`config.mk`:
```
export PLATFORM = sky130hd
export DESIGN_NAME = memmu_point_reader_flat
export DESIGN_NICKNAME = d
export VERILOG_FILES = /design/src/rtl/memmu_reader_pkg.sv /design/src/rtl/memmu_point_reader_if.sv /design/src/rtl/memmu_sync_fifo.sv /design/src/rtl/memmu_point_reader.sv /design/src/flat_wrapper.sv
export SDC_FILE = /design/constraint.sdc
export NUM_CORES = 1
export LEC_CHECK = 0
export BUFFER_PORTS_ARGS = -buffer_cell sky130_fd_sc_hd__buf_2
export CORE_MARGIN = 1.5
export CORE_UTILIZATION = 60
export CTS_BUF_LIST = sky130_fd_sc_hd__clkbuf_2 sky130_fd_sc_hd__clkbuf_4 sky130_fd_sc_hd__clkbuf_8
export DETAILED_ROUTE_END_ITERATION = 10
export PLACE_DENSITY = 0.82
export SKIP_CTS_REPAIR_TIMING = 1
export SYNTH_ARGS = -nofsm -noshare
export SYNTH_HDL_FRONTEND = slang
export SYNTH_SLANG_ARGS = --single-unit
```
`constraint.sdc`:
```
create_clock -name i_SYSTEM_clk -period 6.24 [get_ports i_SYSTEM_clk]
set_clock_uncertainty 0.15 [all_clocks]
set_input_delay 0.936 -clock i_SYSTEM_clk [delete_from_list [all_inputs] [get_ports i_SYSTEM_clk]]
set_output_delay 0.936 -clock i_SYSTEM_clk [all_outputs]
set_load 0.005 [all_outputs]
```
`src/rtl/memmu_reader_pkg.sv`:
```
// Shared definitions for the MemMU point-cloud read path.
// Payload field layout, BRAM address map, FSM states, FIFO entry type.
package memmu_reader_pkg;

    localparam int ID_W   = 19;
    localparam int DATA_W = 64;

    // Payload layout, identical to the write-side packer.
    localparam int DIST0_LSB = 0;
    localparam int REFL0_LSB = 16;
    localparam int DIST1_LSB = 24;
    localparam int REFL1_LSB = 40;
    localparam int LABEL_LSB = 48;
    localparam int DIST_W    = 16;
    localparam int REFL_W    = 8;
    localparam int LABEL_W   = 8;

    // BRAM address fields.
    localparam int BRAM_ID_LSB   = 0;
    localparam int BRAM_PCID_LSB = 19;
    localparam int BRAM_OFF_LSB  = 22;

    typedef enum logic {
        IDLE,
        ISSUE
    } rdState_t;

    typedef struct packed {
        logic [ID_W-1:0]   id;
        logic [DATA_W-1:0] data;
    } rdEntry_t;

    function automatic logic [31:0] bramAddr(
        input logic [9:0]      off,
        input logic [2:0]      pcid,
        input logic [ID_W-1:0] id
    );
        return {off, pcid, id};
    endfunction

endpackage

```
`src/rtl/memmu_point_reader_if.sv`:
```
// Handshake bundle between the point reader, ExMU, MonU and memory.
// slave = reader side, master = environment side.
interface memmu_point_reader_if;

    logic [31:0] i_MonU_MemMU_parameter;
    logic        i_ExMU_readRequest;
    logic [18:0] i_ExMU_pointReadID;
    logic        o_MemMU_R_requestReady;
    logic [31:0] o_MemMU_R_readAddress;
    logic        o_MemMU_R_readValid;
    logic        i_MEM_readReady;
    logic        i_MEM_readDataValid;
    logic [63:0] i_MEM_readData;
    logic        o_MemMU_R_pointValid;
    logic        i_ExMU_pointReady;
    logic [18:0] o_MemMU_R_pointID;
    logic [15:0] o_MemMU_R_distR0;
    logic [7:0]  o_MemMU_R_reflR0;
    logic [15:0] o_MemMU_R_distR1;
    logic [7:0]  o_MemMU_R_reflR1;
    logic [7:0]  o_MemMU_R_label;
    logic        o_MemMU_R_error;

    modport slave (
        input  i_MonU_MemMU_parameter,
        input  i_ExMU_readRequest,
        input  i_ExMU_pointReadID,
        output o_MemMU_R_requestReady,
        output o_MemMU_R_readAddress,
        output o_MemMU_R_readValid,
        input  i_MEM_readReady,
        input  i_MEM_readDataValid,
        input  i_MEM_readData,
        output o_MemMU_R_pointValid,
        input  i_ExMU_pointReady,
        output o_MemMU_R_pointID,
        output o_MemMU_R_distR0,
        output o_MemMU_R_reflR0,
        output o_MemMU_R_distR1,
        output o_MemMU_R_reflR1,
        output o_MemMU_R_label,
        output o_MemMU_R_error
    );

    modport master (
        output i_MonU_MemMU_parameter,
        output i_ExMU_readRequest,
        output i_ExMU_pointReadID,
        input  o_MemMU_R_requestReady,
        input  o_MemMU_R_readAddress,
        input  o_MemMU_R_readValid,
        output i_MEM_readReady,
        output i_MEM_readDataValid,
        output i_MEM_readData,
        input  o_MemMU_R_pointValid,
        output i_ExMU_pointReady,
        input  o_MemMU_R_pointID,
        input  o_MemMU_R_distR0,
        input  o_MemMU_R_reflR0,
        input  o_MemMU_R_distR1,
        input  o_MemMU_R_reflR1,
        input  o_MemMU_R_label,
        input  o_MemMU_R_error
    );

endinterface

```
`src/rtl/memmu_sync_fifo.sv`:
```
// Show-ahead synchronous FIFO with full/empty flags.
// Ports: clk, rst, push/pushData, pop/popData, full, empty.
module memmu_sync_fifo #(
    parameter int WIDTH = 8,
    parameter int DEPTH = 4
) (
    input  logic             clk,
    input  logic             rst,
    input  logic             push,
    input  logic [WIDTH-1:0] pushData,
    input  logic             pop,
    output logic [WIDTH-1:0] popData,
    output logic             full,
    output logic             empty
);

    localparam int AW = $clog2(DEPTH);

    logic [WIDTH-1:0] mem [DEPTH];
    logic [AW-1:0]    wrPtr;
    logic [AW-1:0]    rdPtr;
    logic [AW:0]      count;
    logic             doPush;
    logic             doPop;

    assign empty   = (count == '0);
    assign full    = (count == (AW+1)'(DEPTH));
    assign popData = mem[rdPtr];
    assign doPop   = pop & ~empty;
    // A pop frees the head slot this cycle, so a full FIFO still takes a push.
    assign doPush  = push & (~full | doPop);

    always_ff @(posedge clk) begin
        if (rst) begin
            wrPtr <= '0;
            rdPtr <= '0;
            count <= '0;
            for (int i = 0; i < DEPTH; i++) begin
                mem[i] <= '0;
            end
        end else begin
            if (doPush) begin
                mem[wrPtr] <= pushData;
                wrPtr      <= wrPtr + AW'(1);
            end
            if (doPop) begin
                rdPtr <= rdPtr + AW'(1);
            end
            count <= count + (AW+1)'(doPush) - (AW+1)'(doPop);
        end
    end

endmodule

```
`src/rtl/memmu_point_reader.sv`:
```
// MemMU point reader: ExMU read requests -> memory reads -> unpacked points.
// Ports: clk, sync active-high rst, bus (requests, memory, responses, error).
module memmu_point_reader
    import memmu_reader_pkg::*;
#(
    parameter logic [31:0] OFFSET        = 32'h0,
    parameter logic        BRAM_DDR      = 1'b1,
    parameter logic [2:0]  POINTCLOUD_ID = 3'd0,
    parameter int          DEPTH         = 4
) (
    input logic                 i_SYSTEM_clk,
    input logic                 i_SYSTEM_rst,
    memmu_point_reader_if.slave bus
);

    localparam int CW = $clog2(DEPTH) + 1;

    rdState_t        state;
    rdState_t        nextState;
    logic            reqReady;
    logic            accept;
    logic            respFire;
    logic [CW-1:0]   credit;
    logic [31:0]     ddrAddr;
    logic [31:0]     bramA;
    logic [31:0]     addrNext;
    logic [31:0]     readAddr;
    logic [ID_W-1:0] idHead;
    logic            idFull;
    logic            idEmpty;
    logic            retPush;
    rdEntry_t        dataIn;
    rdEntry_t        dataHead;
    logic            dataFull;
    logic            dataEmpty;
    logic            error;
    logic            unusedBits;

    always_ff @(posedge i_SYSTEM_clk) begin
        if (i_SYSTEM_rst) begin
            state <= IDLE;
        end else begin
            state <= nextState;
        end
    end

    always_comb begin
        nextState = state;
        reqReady  = 1'b0;
        unique case (state)
            IDLE: begin
                reqReady = (credit < CW'(DEPTH));
                if (bus.i_ExMU_readRequest && reqReady) begin
                    nextState = ISSUE;
                end
            end
            ISSUE: begin
                if (bus.i_MEM_readReady) begin
                    nextState = IDLE;
                end
            end
            default: nextState = IDLE;
        endcase
    end

    assign accept   = bus.i_ExMU_readRequest & reqReady;
    assign respFire = ~dataEmpty & bus.i_ExMU_pointReady;

    assign ddrAddr = bus.i_MonU_MemMU_parameter
                   + {10'd0, bus.i_ExMU_pointReadID, 3'b000};
    assign bramA   = bramAddr(OFFSET[31:BRAM_OFF_LSB], POINTCLOUD_ID,
                              bus.i_ExMU_pointReadID);
    assign addrNext = BRAM_DDR ? ddrAddr : bramA;

    always_ff @(posedge i_SYSTEM_clk) begin
        if (i_SYSTEM_rst) begin
            readAddr <= '0;
        end else if (accept) begin
            readAddr <= addrNext;
        end
    end

    // Credit covers issued reads plus buffered points, so the data FIFO
    // can never overflow on a non-stallable memory return.
    always_ff @(posedge i_SYSTEM_clk) begin
        if (i_SYSTEM_rst) begin
            credit <= '0;
        end else begin
            unique case ({accept, respFire})
                2'b10:   credit <= credit + CW'(1);
                2'b01:   credit <= credit - CW'(1);
                default: credit <= credit;
            endcase
        end
    end

    assign retPush = bus.i_MEM_readDataValid & ~idEmpty;

    always_ff @(posedge i_SYSTEM_clk) begin
        if (i_SYSTEM_rst) begin
            error <= 1'b0;
        end else if (bus.i_MEM_readDataValid && idEmpty) begin
            error <= 1'b1;
        end
    end

    memmu_sync_fifo #(
        .WIDTH (ID_W),
        .DEPTH (DEPTH)
    ) u_idFifo (
        .clk      (i_SYSTEM_clk),
        .rst      (i_SYSTEM_rst),
        .push     (accept),
        .pushData (bus.i_ExMU_pointReadID),
        .pop      (retPush),
        .popData  (idHead),
        .full     (idFull),
        .empty    (idEmpty)
    );

    assign dataIn.id   = idHead;
    assign dataIn.data = bus.i_MEM_readData;

    memmu_sync_fifo #(
        .WIDTH ($bits(rdEntry_t)),
        .DEPTH (DEPTH)
    ) u_dataFifo (
        .clk      (i_SYSTEM_clk),
        .rst      (i_SYSTEM_rst),
        .push     (retPush),
        .pushData (dataIn),
        .pop      (respFire),
        .popData  (dataHead),
        .full     (dataFull),
        .empty    (dataEmpty)
    );

    // Reserved payload byte and flags that credit makes redundant.
    assign unusedBits = ^{dataHead.data[DATA_W-1:LABEL_LSB+LABEL_W],
                          idFull, dataFull};

    assign bus.o_MemMU_R_requestReady = reqReady;
    assign bus.o_MemMU_R_readAddress  = readAddr;
    assign bus.o_MemMU_R_readValid    = (state == ISSUE);
    assign bus.o_MemMU_R_pointValid   = ~dataEmpty;
    assign bus.o_MemMU_R_pointID      = dataHead.id;
    assign bus.o_MemMU_R_distR0 = dataHead.data[DIST0_LSB +: DIST_W];
    assign bus.o_MemMU_R_reflR0 = dataHead.data[REFL0_LSB +: REFL_W];
    assign bus.o_MemMU_R_distR1 = dataHead.data[DIST1_LSB +: DIST_W];
    assign bus.o_MemMU_R_reflR1 = dataHead.data[REFL1_LSB +: REFL_W];
    assign bus.o_MemMU_R_label  = dataHead.data[LABEL_LSB +: LABEL_W];
    assign bus.o_MemMU_R_error  = error;

endmodule

```
`src/flat_wrapper.sv`:
```
// flat-port wrapper written by rule: the top's interface ports become plain ports
module memmu_point_reader_flat import memmu_reader_pkg::*;
#(
    parameter logic [31:0] OFFSET        = 32'h0,
    parameter logic        BRAM_DDR      = 1'b1,
    parameter logic [2:0]  POINTCLOUD_ID = 3'd0,
    parameter int          DEPTH         = 4
)
  (i_SYSTEM_clk, i_SYSTEM_rst, bus_i_MonU_MemMU_parameter, bus_i_ExMU_readRequest, bus_i_ExMU_pointReadID, bus_o_MemMU_R_requestReady, bus_o_MemMU_R_readAddress, bus_o_MemMU_R_readValid, bus_i_MEM_readReady, bus_i_MEM_readDataValid, bus_i_MEM_readData, bus_o_MemMU_R_pointValid, bus_i_ExMU_pointReady, bus_o_MemMU_R_pointID, bus_o_MemMU_R_distR0, bus_o_MemMU_R_reflR0, bus_o_MemMU_R_distR1, bus_o_MemMU_R_reflR1, bus_o_MemMU_R_label, bus_o_MemMU_R_error);
  memmu_point_reader_if bus_i ();
  input logic i_SYSTEM_clk;
  input logic i_SYSTEM_rst;
  input wire logic [$bits(bus_i.i_MonU_MemMU_parameter)-1:0] bus_i_MonU_MemMU_parameter;
  input wire logic [$bits(bus_i.i_ExMU_readRequest)-1:0] bus_i_ExMU_readRequest;
  input wire logic [$bits(bus_i.i_ExMU_pointReadID)-1:0] bus_i_ExMU_pointReadID;
  output wire logic [$bits(bus_i.o_MemMU_R_requestReady)-1:0] bus_o_MemMU_R_requestReady;
  output wire logic [$bits(bus_i.o_MemMU_R_readAddress)-1:0] bus_o_MemMU_R_readAddress;
  output wire logic [$bits(bus_i.o_MemMU_R_readValid)-1:0] bus_o_MemMU_R_readValid;
  input wire logic [$bits(bus_i.i_MEM_readReady)-1:0] bus_i_MEM_readReady;
  input wire logic [$bits(bus_i.i_MEM_readDataValid)-1:0] bus_i_MEM_readDataValid;
  input wire logic [$bits(bus_i.i_MEM_readData)-1:0] bus_i_MEM_readData;
  output wire logic [$bits(bus_i.o_MemMU_R_pointValid)-1:0] bus_o_MemMU_R_pointValid;
  input wire logic [$bits(bus_i.i_ExMU_pointReady)-1:0] bus_i_ExMU_pointReady;
  output wire logic [$bits(bus_i.o_MemMU_R_pointID)-1:0] bus_o_MemMU_R_pointID;
  output wire logic [$bits(bus_i.o_MemMU_R_distR0)-1:0] bus_o_MemMU_R_distR0;
  output wire logic [$bits(bus_i.o_MemMU_R_reflR0)-1:0] bus_o_MemMU_R_reflR0;
  output wire logic [$bits(bus_i.o_MemMU_R_distR1)-1:0] bus_o_MemMU_R_distR1;
  output wire logic [$bits(bus_i.o_MemMU_R_reflR1)-1:0] bus_o_MemMU_R_reflR1;
  output wire logic [$bits(bus_i.o_MemMU_R_label)-1:0] bus_o_MemMU_R_label;
  output wire logic [$bits(bus_i.o_MemMU_R_error)-1:0] bus_o_MemMU_R_error;
  assign bus_i.i_MonU_MemMU_parameter = bus_i_MonU_MemMU_parameter;
  assign bus_i.i_ExMU_readRequest = bus_i_ExMU_readRequest;
  assign bus_i.i_ExMU_pointReadID = bus_i_ExMU_pointReadID;
  assign bus_o_MemMU_R_requestReady = bus_i.o_MemMU_R_requestReady;
  assign bus_o_MemMU_R_readAddress = bus_i.o_MemMU_R_readAddress;
  assign bus_o_MemMU_R_readValid = bus_i.o_MemMU_R_readValid;
  assign bus_i.i_MEM_readReady = bus_i_MEM_readReady;
  assign bus_i.i_MEM_readDataValid = bus_i_MEM_readDataValid;
  assign bus_i.i_MEM_readData = bus_i_MEM_readData;
  assign bus_o_MemMU_R_pointValid = bus_i.o_MemMU_R_pointValid;
  assign bus_i.i_ExMU_pointReady = bus_i_ExMU_pointReady;
  assign bus_o_MemMU_R_pointID = bus_i.o_MemMU_R_pointID;
  assign bus_o_MemMU_R_distR0 = bus_i.o_MemMU_R_distR0;
  assign bus_o_MemMU_R_reflR0 = bus_i.o_MemMU_R_reflR0;
  assign bus_o_MemMU_R_distR1 = bus_i.o_MemMU_R_distR1;
  assign bus_o_MemMU_R_reflR1 = bus_i.o_MemMU_R_reflR1;
  assign bus_o_MemMU_R_label = bus_i.o_MemMU_R_label;
  assign bus_o_MemMU_R_error = bus_i.o_MemMU_R_error;
  memmu_point_reader #(.OFFSET(OFFSET), .BRAM_DDR(BRAM_DDR), .POINTCLOUD_ID(POINTCLOUD_ID), .DEPTH(DEPTH)) u_core (.i_SYSTEM_clk(i_SYSTEM_clk), .i_SYSTEM_rst(i_SYSTEM_rst), .bus(bus_i));
endmodule
```
==> run summary <==
Status
* **result of the run** completed

Drt
* **count of unresolved DRC violations after routing** 0
* **number of vias after detailed routing** 12,200
* **final routed wirelength across all metal layers** 42.0 mm
* **initial detailed-routing violation count** 965
* **number of nets with antenna violations after detailed routing** 0
* **wire length per cell** 19.7 um
* **DRT Pass-1 Iters** 5
* **Vias per Instance** 5.72

Yosys
* **Seq/Total Area, Yosys** 64.3%
* **async set-or-reset flop fraction in the synthesized netlist** 0%
* **area leader, netlist** edfxtp_1
* **Main synth FF type** edfxtp_1
* **Synth Instances** 1,443
* **share of synthesized cell area in full adder, half adder and majority cells** 1.97%
* **most frequent cells after synthesis** 376 x edfxtp_1, 225 x nor2_1, 150 x nand2_1
* **portion of netlist area occupied by mux cells** 11.0%
* **Post-Syn Area** 19,300 um2
* **Distinct cells, synth** 71
* **Ys Warns** 0
* **dominant cells by area after synthesis** edfxtp_1 59%, mux4_2 11%, dfxtp_1 5.7%
* **register bit total from synthesis** 431
* **synthesized-area fraction occupied by ao, oa, aoi and oai cells** 4.22%
* **number of flops mapped to enable cells by yosys** 376
* **mean post-synth cell area** 13.3 um2
* **fraction of post-synthesis cell area in the top cell type by area** 58.6%
* **net count after synthesis** 1,592
* **xor/xnor cell area share of the yosys netlist** 1.18%
* **Post-Synth Simple-Gate Area** 13.3%
* **most frequent cell after synthesis** edfxtp_1
* **combinational family with the most area after synthesis** simple AND/OR/NAND/NOR gates

STA
* **max-slew violation count** 0
* **actual transition at the worst max-transition pin** 1.20 ns
* **worst hold slack** 0.307 ns
* **worst slew slack as a fraction of its limit** 19.8%
* **total of endpoints with negative setup slack in the final report** 0
* **Total Negative Setup Slacks** 0 ns
* **setup repair after global routing missed its margin** no
* **crit share post-route** 61.6%
* **Final Hold Vio Count** 0
* **clock period minus worst slack** 3.84 ns
* **maximum clock rate** 0.260 GHz

Finish
* **final design instance area without fill** 22,100 um2
* **final-stage net count** 1,823
* **layout cell share with drive strength beyond 1** 27.6%
* **layout overhead on the synthesized area** 14.7%

Critical path
* **type of the worst setup path** flop to output port
* **required time at the endpoint of the critical path** 5.15 ns
* **setup slack on the worst flop-to-flop path** 2.86 ns
* **arrival time at the worst endpoint** 2.76 ns
* **Crit. End Element** output port
* **maximum fanout encountered on the critical timing path** 39
* **Critical Path Source Type** flop

Floorplan
* **floorplan core area** 31,600 um2
* **height of the chip** 182 um
* **floorplan die width** 182 um
* **total I/O pin count** 232
* **Die Outline Area** 33,200 um2
* **Initial Utilization** 61.0%
* **number of core rows** 65

CTS
* **CTS Sinks** 431
* **clock transition at the registers of the reported paths** 0.06 ns
* **number of clock buffers inserted by TritonCTS** 69
* **cell at the root of the clock tree** clkbuf_8
* **TritonCTS clock tree** done
* **source-to-sink clock delay at the later pin of the worst-skew pair** 0.57 ns
* **deepest level of the CTS H-tree** 3
* **number of buffers on the longest clock path** 3

Flow run
* **max capacitance violation total** 0

Place
* **count of input and output buffers** 223
* **Post-Place Cell Area** 20,700 um2
* **placer's final routability congestion estimate** 0.869
* **post-detailed-placement half-perimeter wirelength** 25.7 mm

Global route
* **largest net degree at the start of global routing** 77
* **vias in the first global route** 12,700
* **wire length of the first global-routing pass** 65.9 mm
* **initial antenna violation count** 3
* **overflow left after global routing** 0
* **GRT Total Usage** 25.7%

Pwr
* **P_leak** 0.00898 uW
* **worst voltage drop across the vdd grid** 0.000283 V
* **total power of the final layout** 8060 uW
* **power density over the cells** 365 nW/um2

Min path
* **Hold WC Path Type** flop to flop

## worst paths after layout
kind | startpoint | end | cells past startpoint
hold reg to reg | u_core.bus.o_MemMU_R_readAddress[1] | u_core.bus.o_MemMU_R_readAddress[1] | 2
hold / removal | u_core.bus.o_MemMU_R_readAddress[1] | u_core.bus.o_MemMU_R_readAddress[1] | 2
setup / recovery | flop | bus_o_MemMU_R_pointID[11] | 3
setup reg to reg | u_core.credit[2] | u_core.u_idFifo.mem[0][15] | 6
## flip-flops by register name, summed over array words and instances (netlist names), 3 cells and up, named ones only
register                          flops
u_core.credit                         3
u_core.u_idFifo.mem                  76
u_core.u_dataFifo.count               3
u_core.bus.o_MemMU_R_readAddress     32
u_core.u_dataFifo.mem               300
u_core.u_idFifo.count                 3
## report_power, final
group	switching, uW	internal, uW
Clock	1100	1280
Combinational	1050	855
Sequential	209	3560
## metrics by stage
step | setup slack (ns) | instances | utilization [%]
after floorplan | 0.666 | 1443 | -
after global placement | 2.31 | 2005 | 65.7
after detailed placement | 2.28 | 2005 | 65.7
after CTS | 2.29 | 2128 | 70.0
after global routing | 2.19 | 2130 | 70.0
final | 2.40 | 2130 | 70.0
## layer usage
metal / share of wire (%) / wire [um] / global-route usage (%) / vias to the layer above
li1: - / - / - / 5621
met1: 40 / 16800 / 33.8 / 5951
met2: 50 / 21000 / 43.7 / 528
met3: 7.9 / 3310 / 4.89 / 74
met4: 2.2 / 921 / 8.46 / 2
met5: 0.029 / 12 / 0 / -
## cells by family (layout without fill, tap and decap cells)
logic type / Yosys count / in the layout
compound gates: 117 / 117
xor+xnor: 26 / 26
fa+ha+maj: 28 / 28
buf+inv: 193 / 476
flops: 431 / 431
mux: 94 / 94
other cells: 0 / 2
simple gates: 554 / 554
## critical path, cell delays in order (launching register included)
cell and delay, ns:
dfxtp_4 0.88, buf_4 0.51, mux4_2 0.57, buf_2 0.16
## cells in the final DEF, fill, tap and decap left out, drive strengths merged, types with 10 or more instances in the layout
master	count
clkinv	21
nor2	227
edfxtp	376
dfxtp	55
mux4	94
clkbuf	93
nand2	151
xnor2	16
inv	120
a21oi	34
and2	99
nor3	12
o21ai	20
ha	24
nand3	12
xor2	10
buf	238
## layout make-up
type                       count  area (um2)
antenna                        2        5.00
clock buffer                  93        1140
clock inverter                30         213
fill                        2154        9460
inverter                     115         432
multi-input combinational    819        6170
sequential                   431       12400
tap                          402         503
timing repair buffer         238        1230
Power figures use the tool's default switching activity.
